**src/rtl/fsk_seq_pkg.sv**
```systemverilog
// rtl/fsk_seq_pkg.sv - shared types and constants for the FSK symbol sequencer
package fsk_seq_pkg;

    typedef enum logic [1:0] {
        IDLE = 2'd0,
        RUN  = 2'd1,
        STOP = 2'd2
    } state_e;

    localparam int FCW_W          = 30;
    localparam int STOP_CYCLES    = 2;
    localparam int ACTIVE_TIMEOUT = 4;

endpackage

```
**src/rtl/sync_fifo.sv**
```systemverilog
// rtl/sync_fifo.sv - single-clock first-word-fall-through FIFO with level output
// Ports:
//   clk, reset          clock, asynchronous active-high reset
//   flush               empties the FIFO (wins over a coincident push/pop)
//   push, push_data     write request; ignored while full
//   pop, pop_data       read request; pop_data shows the head entry combinationally
//   full, empty, level  occupancy status
module sync_fifo #(
    parameter int WIDTH = 2,
    parameter int DEPTH = 8
) (
    input  logic                       clk,
    input  logic                       reset,
    input  logic                       flush,
    input  logic                       push,
    input  logic [WIDTH-1:0]           push_data,
    input  logic                       pop,
    output logic [WIDTH-1:0]           pop_data,
    output logic                       full,
    output logic                       empty,
    output logic [$clog2(DEPTH):0]     level
);

    localparam int AW = $clog2(DEPTH);

    logic [WIDTH-1:0] mem_q [DEPTH];
    logic [WIDTH-1:0] mem_d [DEPTH];
    logic [AW-1:0]    wr_ptr_q, wr_ptr_d;
    logic [AW-1:0]    rd_ptr_q, rd_ptr_d;
    logic [AW:0]      level_q, level_d;
    logic             do_push, do_pop;

    assign full     = (level_q == (AW+1)'(DEPTH));
    assign empty    = (level_q == '0);
    assign level    = level_q;
    assign pop_data = mem_q[rd_ptr_q];

    always_comb begin
        mem_d    = mem_q;
        wr_ptr_d = wr_ptr_q;
        rd_ptr_d = rd_ptr_q;
        level_d  = level_q;
        do_push  = push && !full;
        do_pop   = pop && !empty;
        if (flush) begin
            wr_ptr_d = '0;
            rd_ptr_d = '0;
            level_d  = '0;
        end else begin
            if (do_push) begin
                mem_d[wr_ptr_q] = push_data;
                wr_ptr_d        = wr_ptr_q + AW'(1);
            end
            if (do_pop) begin
                rd_ptr_d = rd_ptr_q + AW'(1);
            end
            case ({do_push, do_pop})
                2'b10:   level_d = level_q + (AW+1)'(1);
                2'b01:   level_d = level_q - (AW+1)'(1);
                default: level_d = level_q;
            endcase
        end
    end

    always_ff @(posedge clk or posedge reset) begin
        if (reset) begin
            for (int i = 0; i < DEPTH; i++) begin
                mem_q[i] <= '0;
            end
            wr_ptr_q <= '0;
            rd_ptr_q <= '0;
            level_q  <= '0;
        end else begin
            mem_q    <= mem_d;
            wr_ptr_q <= wr_ptr_d;
            rd_ptr_q <= rd_ptr_d;
            level_q  <= level_d;
        end
    end

endmodule

```
**src/rtl/fsk_symbol_sequencer.sv**
```systemverilog
// rtl/fsk_symbol_sequencer.sv - M-FSK symbol FIFO, tone table and transmit lifecycle FSM
// Macro FSK_SEQ_IDLE_TONE_EN: when defined, an empty FIFO at a symbol boundary keeps
// transmitting tone 0 instead of shutting the generator down.
// Ports:
//   clk, reset                       clock, asynchronous active-high reset
//   cfg_tone_we/idx/fcw              tone table write port
//   cfg_sym_len                      clocks per symbol (0 behaves as 1)
//   sym_valid, sym_data, sym_ready   symbol push interface
//   tx_go, tx_stop                   start / abort pulses
//   gen_active                       generator running indication
//   f_c, gen_start, gen_reset_n      generator controls
//   busy, underrun, fifo_level       status
module fsk_symbol_sequencer #(
    parameter int FIFO_DEPTH = 8,
    parameter int SYM_W      = 2,
    parameter int FCW_W      = fsk_seq_pkg::FCW_W,
    parameter int DUR_W      = 16
) (
    input  logic                          clk,
    input  logic                          reset,
    input  logic                          cfg_tone_we,
    input  logic [SYM_W-1:0]              cfg_tone_idx,
    input  logic [FCW_W-1:0]              cfg_tone_fcw,
    input  logic [DUR_W-1:0]              cfg_sym_len,
    input  logic                          sym_valid,
    input  logic [SYM_W-1:0]              sym_data,
    output logic                          sym_ready,
    input  logic                          tx_go,
    input  logic                          tx_stop,
    input  logic                          gen_active,
    output logic [FCW_W-1:0]              f_c,
    output logic                          gen_start,
    output logic                          gen_reset_n,
    output logic                          busy,
    output logic                          underrun,
    output logic [$clog2(FIFO_DEPTH):0]   fifo_level
);

    import fsk_seq_pkg::*;

    localparam int TONES  = 2**SYM_W;
    localparam int ACT_W  = $clog2(ACTIVE_TIMEOUT + 1);
    localparam int STOP_W = (STOP_CYCLES > 1) ? $clog2(STOP_CYCLES) : 1;

    state_e             state_q, state_d;
    logic [DUR_W-1:0]   cnt_q, cnt_d;
    logic [FCW_W-1:0]   f_c_q, f_c_d;
    logic               gen_start_q, gen_start_d;
    logic               gen_reset_n_q, gen_reset_n_d;
    logic               busy_q, busy_d;
    logic               underrun_q, underrun_d;
    logic [STOP_W-1:0]  stop_cnt_q, stop_cnt_d;
    logic [ACT_W-1:0]   act_cnt_q, act_cnt_d;
    logic [FCW_W-1:0]   tone_q [TONES];
    logic [FCW_W-1:0]   tone_d [TONES];

    logic               fifo_pop, fifo_flush, fifo_full, fifo_empty;
    logic [SYM_W-1:0]   fifo_head;
    logic [DUR_W-1:0]   sym_len_eff;

    sync_fifo #(
        .WIDTH (SYM_W),
        .DEPTH (FIFO_DEPTH)
    ) u_fifo (
        .clk       (clk),
        .reset     (reset),
        .flush     (fifo_flush),
        .push      (sym_valid),
        .push_data (sym_data),
        .pop       (fifo_pop),
        .pop_data  (fifo_head),
        .full      (fifo_full),
        .empty     (fifo_empty),
        .level     (fifo_level)
    );

    assign sym_ready   = !fifo_full;
    assign sym_len_eff = (cfg_sym_len == '0) ? DUR_W'(1) : cfg_sym_len;

    assign f_c         = f_c_q;
    assign gen_start   = gen_start_q;
    assign gen_reset_n = gen_reset_n_q;
    assign busy        = busy_q;
    assign underrun    = underrun_q;

    always_comb begin
        state_d    = state_q;
        cnt_d      = cnt_q;
        f_c_d      = f_c_q;
        gen_start_d = 1'b0;
        underrun_d = underrun_q;
        stop_cnt_d = stop_cnt_q;
        act_cnt_d  = act_cnt_q;
        tone_d     = tone_q;
        fifo_pop   = 1'b0;
        fifo_flush = 1'b0;

        if (cfg_tone_we) begin
            tone_d[cfg_tone_idx] = cfg_tone_fcw;
        end

        case (state_q)
            IDLE: begin
                if (tx_go && !fifo_empty) begin
                    fifo_pop    = 1'b1;
                    f_c_d       = tone_q[fifo_head];
                    cnt_d       = sym_len_eff;
                    gen_start_d = 1'b1;
                    underrun_d  = 1'b0;
                    act_cnt_d   = '0;
                    state_d     = RUN;
                end
            end
            RUN: begin
                cnt_d = cnt_q - DUR_W'(1);
                // Saturating count of cycles since gen_start; arms the fault check.
                if (act_cnt_q < ACT_W'(ACTIVE_TIMEOUT)) begin
                    act_cnt_d = act_cnt_q + ACT_W'(1);
                end
                if (tx_stop) begin
                    fifo_flush = 1'b1;
                    f_c_d      = '0;
                    stop_cnt_d = '0;
                    state_d    = STOP;
                end else if (act_cnt_q >= ACT_W'(ACTIVE_TIMEOUT) && !gen_active) begin
                    underrun_d = 1'b1;
                    f_c_d      = '0;
                    stop_cnt_d = '0;
                    state_d    = STOP;
                end else if (cnt_q == DUR_W'(1)) begin
                    if (!fifo_empty) begin
                        fifo_pop = 1'b1;
                        f_c_d    = tone_q[fifo_head];
                        cnt_d    = sym_len_eff;
                    end else begin
                        underrun_d = 1'b1;
`ifdef FSK_SEQ_IDLE_TONE_EN
                        f_c_d = tone_q[0];
                        cnt_d = sym_len_eff;
`else
                        f_c_d      = '0;
                        stop_cnt_d = '0;
                        state_d    = STOP;
`endif
                    end
                end
            end
            STOP: begin
                if (stop_cnt_q == STOP_W'(STOP_CYCLES - 1)) begin
                    state_d = IDLE;
                end else begin
                    stop_cnt_d = stop_cnt_q + STOP_W'(1);
                end
            end
            default: begin
                state_d = IDLE;
            end
        endcase

        // Outputs are registered from the next state so they line up with state_q.
        busy_d        = (state_d != IDLE);
        gen_reset_n_d = (state_d != STOP);
    end

    always_ff @(posedge clk or posedge reset) begin
        if (reset) begin
            state_q       <= IDLE;
            cnt_q         <= '0;
            f_c_q         <= '0;
            gen_start_q   <= 1'b0;
            gen_reset_n_q <= 1'b0;
            busy_q        <= 1'b0;
            underrun_q    <= 1'b0;
            stop_cnt_q    <= '0;
            act_cnt_q     <= '0;
            for (int i = 0; i < TONES; i++) begin
                tone_q[i] <= '0;
            end
        end else begin
            state_q       <= state_d;
            cnt_q         <= cnt_d;
            f_c_q         <= f_c_d;
            gen_start_q   <= gen_start_d;
            gen_reset_n_q <= gen_reset_n_d;
            busy_q        <= busy_d;
            underrun_q    <= underrun_d;
            stop_cnt_q    <= stop_cnt_d;
            act_cnt_q     <= act_cnt_d;
            tone_q        <= tone_d;
        end
    end

endmodule

```
**config.mk**
```make
export PLATFORM = sky130hd
export DESIGN_NAME = fsk_symbol_sequencer
export DESIGN_NICKNAME = d
export VERILOG_FILES = /design/src/rtl/fsk_seq_pkg.sv /design/src/rtl/sync_fifo.sv /design/src/rtl/fsk_symbol_sequencer.sv
export SDC_FILE = /design/constraint.sdc
export NUM_CORES = 1
export LEC_CHECK = 0
export ABC_AREA = 1
export BUFFER_PORTS_ARGS = -buffer_cell sky130_fd_sc_hd__buf_2
export CAP_MARGIN = 10
export CORE_ASPECT_RATIO = 1.25
export CORE_MARGIN = 4
export CORE_UTILIZATION = 50
export CTS_CLUSTER_SIZE = 24
export DETAILED_ROUTE_END_ITERATION = 10
export GPL_ROUTABILITY_DRIVEN = 0
export PLACE_DENSITY = 0.69
export SYNTH_ARGS = -nofsm -noshare
export SYNTH_HDL_FRONTEND = slang
export SYNTH_SLANG_ARGS = --single-unit
```
**constraint.sdc**
```tcl
create_clock -name clk -period 8.45 [get_ports clk]
set_input_delay 1.69 -clock clk [delete_from_list [all_inputs] [get_ports clk]]
set_output_delay 1.69 -clock clk [all_outputs]
set_load 0.02 [all_outputs]
```
==> impl_summary.log, run 1 <==
INFO  metric status = finished, final reports clean
INFO  metric worst_pin_slew = 1.12 ns
INFO  metric finalInstanceArea = 0.0108 sq mm
INFO  metric setup-violations-final = 0
INFO  metric cap_violations = 0
INFO  metric tns = 0 ns
INFO  metric critPathArrivalTime = 3.73 ns
INFO  metric critical-path-top-cell-by-count = sky130_fd_sc_hd__buf_4
INFO  metric final_hold_vios = 0
INFO  metric initial_utilization = 50.7%
INFO  metric rr_endpoint = f_c[21]
INFO  metric layout-drive-gt1-share = 15.1%
INFO  metric grt_pass1_wl = 36,800 um
INFO  metric post_synth_inst_count = 1,161
INFO  metric cts-resized-gates = 0
INFO  metric final_nets = 1,300
INFO  metric max-vdd-ir-drop = 228 uV
INFO  metric timing.critical_path.slowest_stage_cell = sky130_fd_sc_hd__nand2_2
INFO  metric hold_slack = 0.480 ns
INFO  metric cts_setup_buffers = 0
INFO  metric final_number_of_max_transition_violations = 0
INFO  metric critPathLaunchType = primary input
INFO  metric tritoncts = done
INFO  metric ant_nets = 0
INFO  metric worst_r2r_startpoint = state_q[1]
INFO  metric grt_overflow_total = 0
INFO  metric clk_latency = 0.49 ns
INFO  metric remaining_drc_errors = 0
INFO  metric placed_area = 0.0101 sq mm
INFO  metric leakage = 5.49 nW
INFO  metric die_h = 162 um
INFO  metric holdCritStartpoint = f_c[19]
INFO  metric worst-r2r-setup-slack = 5.34 ns
INFO  metric chipWidth = 131 um
INFO  metric synth.ff_latch_count = 202
INFO  metric synth_ff_type = sky130_fd_sc_hd__dfrtp_1
INFO  metric route.vias.total = 7,795
INFO  metric drt_pre_antenna_iters = 5
INFO  metric numCtsBuffers = 22
INFO  metric seq_area = 0.00505 sq mm
INFO  metric cts-hold-fix-buffers = 0
INFO  metric yosys.cell_types.count = 39
INFO  metric fill_cells = 1,723
INFO  metric timing.critical_path.slowest_cell_delay = 0.46 ns
INFO  metric crit_required = 8.87 ns
INFO  metric timing.critical_path.from = tx_go
INFO  metric crit_end = f_c[21]
INFO  metric wl_per_cell = 14.6 um
INFO  metric floorplan.rows = 56
INFO  metric synthesis.area = 0.00948 sq mm
INFO  metric period_share = 39.1%
INFO  metric syn_avg_cell_area = 8.17 sq um
INFO  metric path_clk_slew = 0.06 ns
INFO  metric place_worst_setup_slack = 4.61 ns
INFO  metric hp-class = register to register
INFO  metric synth_seq_area_share = 53.3%
INFO  metric p_per_cell_area = 375 mW/mm^2
INFO  metric avgViaCountPerCell = 5.27
INFO  metric cts_htree_levels = 1
INFO  metric multi_input_comb_area = 0.00384 sq mm
INFO  metric finalWorstSetupSlack = 5.14 ns
INFO  metric die_area = 0.0212 sq mm
INFO  metric n_antenna_cell = 0
INFO  metric cts.root.buffer_cell = sky130_fd_sc_hd__clkbuf_16
INFO  metric hpwl_after_detailed_placement = 13,300 um
INFO  metric wl = 21,600 um
INFO  metric tritoncts_num_sinks = 202
INFO  metric worst-setup-path-type = primary input to register
INFO  metric grt_start_max_net_pins = 126
INFO  metric grt_pass1_vias = 7,603
INFO  metric max-slew-margin-rel = 25.3%
INFO  metric numPortBuffers = 95
INFO  metric synth_edf_count = 0
INFO  metric synthesis.yosys.warnings = 0
INFO  metric antenna_found_initial = 0
INFO  metric finClkSkew = 0.00937 ns
INFO  metric areaGrowthSynthToFinish = 13.9%
INFO  metric fmax = 303 MHz
INFO  metric clock_tree.buffer_depth = 3
INFO  metric path_max_fanout = 31
INFO  metric crit_chain = buf_2, inv_1, nor2_4, nand2_4, o21ai_2, buf_4, nand2_2, a21oi_2, buf_4, nand3_1, nand2_1
INFO  metric ys_async_rst_share = 100%
INFO  metric worst_setup_path_end_kind = register
INFO  metric period_needed = 3.31 ns
INFO  metric global_route.usage.total = 20.4%
INFO  metric mappedNetlistNets = 1,228
INFO  metric worst-r2r-cell-count = 10
INFO  metric rsz0062_at_grt = no
INFO  metric top_level_ports = 96
INFO  metric drt_iter0_drc = 460
INFO  metric fp.coreArea = 0.0187 sq mm
-- layer usage --
layer	wire (um)	up-vias	GRT usage, %
li1	-	3887	-
met1	9680	3706	27.4
met2	10600	182	36.3
met3	1010	20	2.91
met4	237	0	3.39
met5	0	-	0
-- placed cells by master (no fill, tap or decap), drive strengths merged, types with 4 or more instances in the layout --
| master | count |
|---|---|
| o21ai | 161 |
| xor2 | 5 |
| a21oi | 25 |
| nor4 | 5 |
| nand3 | 119 |
| clkbuf | 32 |
| dfrtp | 202 |
| ha | 10 |
| o211ai | 4 |
| nor2 | 48 |
| clkinv | 4 |
| buf | 103 |
| inv | 87 |
| nand2 | 415 |
| a31oi | 5 |
-- how the worst min path moves through the flow --
| stage | to | slack [ns] | depth (start not counted) |
|---|---|---|---|
| floorplan | u_fifo.mem_q[1] | 0.45 | 2 |
| global placement | f_c[22] | 0.46 | 2 |
| detailed placement | f_c[19] | 0.47 | 2 |
| CTS | f_c[19] | 0.48 | 2 |
| global route | f_c[19] | 0.50 | 2 |
| finish | f_c[19] | 0.48 | 2 |
-- final cells by class --
cell class                 instances  area share [%]
clock inverter                     6           0.764
timing repair buffer             103            4.96
clock buffer                      32            6.10
multi-input combinational        816            35.5
tap                              232            2.69
sequential                       202            46.8
inverter                          88            3.16
-- synth_stat cells (all sizes together) (3+ instances only) --
| cell type | instances | area share [%] |
|---|---|---|
| nand2 | 415 | 17 |
| dfrtp | 202 | 53 |
| o21ai | 161 | 8.7 |
| nand3 | 119 | 6.3 |
| inv | 87 | 3.5 |
| nor2 | 48 | 2.5 |
| buf | 28 | 1.8 |
| clkbuf | 27 | 1.1 |
| a21oi | 25 | 1.7 |
| ha | 10 | 1.3 |
| a31oi | 5 | 0.33 |
| nor4 | 5 | 0.33 |
| xor2 | 5 | 0.46 |
| o211ai | 4 | 0.32 |
| nor3 | 3 | 0.16 |
| o21a | 3 | 0.24 |
| o22ai | 3 | 0.20 |
| xnor2 | 3 | 0.28 |
-- flip-flops by register name (all words and copies together), names as in the netlist --
register / flops
cnt_q: 16
u_fifo.wr_ptr_q: 3
gen_reset_n: 1
act_cnt_q: 3
u_fifo.level: 4
busy: 1
stop_cnt_q: 1
u_fifo.rd_ptr_q: 3
state_q: 2
gen_start: 1
tone_q: 120
f_c: 30
u_fifo.mem_q: 16
underrun: 1
-- metrics by stage --
stage / total power [W] / utilization (%) / cells
after floorplan: 0.00269 / - / 1161
after global placement: 0.00307 / 53.8 / 1441
after detailed placement: 0.00311 / 53.8 / 1441
after CTS: 0.00409 / 57.8 / 1479
after global routing: 0.00438 / 57.8 / 1479
final: 0.00405 / 57.8 / 1479
-- worst max-delay path, delay by kind of cell --
family / cells / cell delay (ns)
AND/OR/NAND/NOR: 5 / 0.91
buffers and inverters: 4 / 0.79
AO/OA/AOI/OAI: 2 / 0.32
-- cell families after synthesis --
logic type / share of synthesized area (%)
buffers and inverters: 6.42
and+or+nand+nor: 26.5
adders and majority gates: 1.32
DFF: 53.3
AOI/OAI and AO/OA: 11.7
xor gates and xnor gates: 0.739
-- power by group --
| group | switching [W] | internal, W |
|---|---|---|
| sequential | 0.000198 | 0.00125 |
| combinational | 0.00111 | 0.000529 |
| clock | 0.000371 | 0.000600 |
Note: power is estimated with default switching activity, not from simulation.
==> run 2: changes to the inputs <==
Clock period 8.45 ns to 3.2 ns, I/O delays scaled along.
==> impl_summary.log, run 2 (same netlist as run 1, synthesis figures left out) <==
INFO  metric clock_tree.buffer_depth = 3
INFO  metric remaining_drc_errors = 0
INFO  metric avgViaCountPerCell = 5.23
INFO  metric p_per_cell_area = 1000 mW/mm^2
INFO  metric worst_pin_slew = 1.12 ns
INFO  metric layout.cells.most_common = sky130_fd_sc_hd__nand2_1
INFO  metric clk_latency = 0.50 ns
INFO  metric die_area = 0.0212 sq mm
INFO  metric wl_per_cell = 14.7 um
INFO  metric place_worst_setup_slack = 0.850 ns
INFO  metric crit_required = 3.58 ns
INFO  metric route.vias.total = 7,752
INFO  metric period_needed = 2.31 ns
INFO  metric grt_start_max_net_pins = 84
INFO  metric final_nets = 1,303
INFO  metric top_level_ports = 96
INFO  metric drt_iter0_drc = 480
INFO  metric critical-path-top-cell-by-count = sky130_fd_sc_hd__inv_1
INFO  metric areaGrowthSynthToFinish = 14.7%
INFO  metric grt_pass1_vias = 7,718
INFO  metric status = finished, final reports clean
INFO  metric cts-resized-gates = 0
INFO  metric largest_register_ff_count = 120
INFO  metric tritoncts_num_sinks = 202
INFO  metric regMostFlops = tone_q
INFO  metric cts_setup_buffers = 0
INFO  metric fp.coreArea = 0.0187 sq mm
INFO  metric critPathArrivalTime = 2.69 ns
INFO  metric fill_cells = 1,703
INFO  metric ant_nets = 0
INFO  metric utilization = 58.1%
INFO  metric setup-violations-final = 0
INFO  metric timing.critical_path.slowest_cell_delay = 0.51 ns
INFO  metric tritoncts = done
INFO  metric hp-class = primary input to asynchronous set/reset pin
INFO  metric path_max_fanout = 28
INFO  metric floorplan.rows = 56
INFO  metric max-slew-margin-rel = 25.2%
INFO  metric numPortBuffers = 95
INFO  metric mostFrequentLayoutCells = 402 x sky130_fd_sc_hd__nand2_1, 202 x sky130_fd_sc_hd__dfrtp_1, 138 x sky130_fd_sc_hd__o21ai_0
INFO  metric cap_violations = 0
INFO  metric finalInstanceArea = 0.0109 sq mm
INFO  metric critPathLaunchType = register
INFO  metric timing.critical_path.slowest_stage_cell = sky130_fd_sc_hd__ha_1
INFO  metric die_h = 162 um
INFO  metric global_route.usage.total = 21.1%
INFO  metric worst-setup-path-type = register to register
INFO  metric initial_utilization = 50.7%
INFO  metric worst-r2r-cell-count = 9
INFO  metric fmax = 433 MHz
INFO  metric grt_pass1_wl = 37,800 um
INFO  metric wl = 21,800 um
INFO  metric period_share = 72.2%
INFO  metric grt_overflow_total = 0
INFO  metric finClkSkew = 0.0142 ns
INFO  metric rsz0062_at_grt = no
INFO  metric leakage = 5.53 nW
INFO  metric n_antenna_cell = 0
INFO  metric final_number_of_max_transition_violations = 0
INFO  metric finalWorstSetupSlack = 0.891 ns
INFO  metric path_clk_slew = 0.07 ns
INFO  metric cts_htree_levels = 1
INFO  metric cts.root.buffer_cell = sky130_fd_sc_hd__clkbuf_16
INFO  metric crit_chain = inv_1, ha_1, inv_1, o21ai_2, buf_4, inv_2, a21oi_4, o21ai_1, o21a_1
INFO  metric tns = 0 ns
INFO  metric max-vdd-ir-drop = 656 uV
INFO  metric numCtsBuffers = 21
INFO  metric hold_slack = 0.289 ns
INFO  metric final_hold_vios = 0
INFO  metric antenna_found_initial = 0
INFO  metric hpwl_after_detailed_placement = 13,500 um
INFO  metric placed_area = 0.0101 sq mm
INFO  metric worst_setup_path_end_kind = register
INFO  metric chipWidth = 131 um
INFO  metric layout-drive-gt1-share = 15.3%
INFO  metric drt_pre_antenna_iters = 5
INFO  metric cts-hold-fix-buffers = 0
[run 2: changes by cell type in the layout (fill, tap and decap cells not counted), sizes merged]
cell	delta
buf	+4
clkinv	+2
inv	-1
clkbuf	-7
bufinv	+4
[run 2: layout make-up]
| cell class | count | area, sq um | area share [%] |
|---|---|---|---|
| multi-input combinational | 816 | 3840 | 35.3 |
| clock inverter | 11 | 213 | 1.96 |
| timing repair buffer | 107 | 591 | 5.43 |
| inverter | 88 | 338 | 3.11 |
| clock buffer | 25 | 551 | 5.06 |
| tap | 232 | 290 | 2.67 |
| sequential | 202 | 5050 | 46.5 |
[run 2: final timing paths]
path                                startpoint            endpoint  slack [ns]
worst max-delay path                state_q[1]        act_cnt_q[0]        0.89
worst min-delay path                     reset         tone_q[116]        0.29
worst max register to register      state_q[1]        act_cnt_q[0]        0.89
worst min register to register         f_c[26]             f_c[26]        0.47
max in group asynchronous                reset  u_fifo.rd_ptr_q[0]        2.48
min in group clk                cfg_sym_len[2]            cnt_q[2]        0.41
[run 2: per-layer routing]
metal  global-route usage [%]  wire length, um
met2                     37.1            10700
met4                     5.59              455
met3                     3.04              958
met1                     27.6             9710
met5                        0                0
[run 2: stage by stage]
step           power [W]  cells
2_1_floorplan    0.00709   1161
3_3_place_gp     0.00816   1445
3_5_place_dp     0.00824   1445
4_1_cts           0.0110   1481
5_1_grt           0.0118   1481
6_report          0.0109   1481
[run 2: worst max-delay path, delay by kind of cell (launching register included)]
kind | cells | cell delay [ns]
buffers and inverters | 4 | 0.72
AO/OA/AOI/OAI | 4 | 0.55
adder cells (fa/ha/maj) | 1 | 0.51
flip-flops | 1 | 0.41
[run 2: power breakdown]
group / switching [W] / leakage (nW) / internal [W]
Combinational: 0.00298 / 2.64 / 0.00143
Sequential: 0.000499 / 2.52 / 0.00329
Clock: 0.000993 / 0.374 / 0.00171
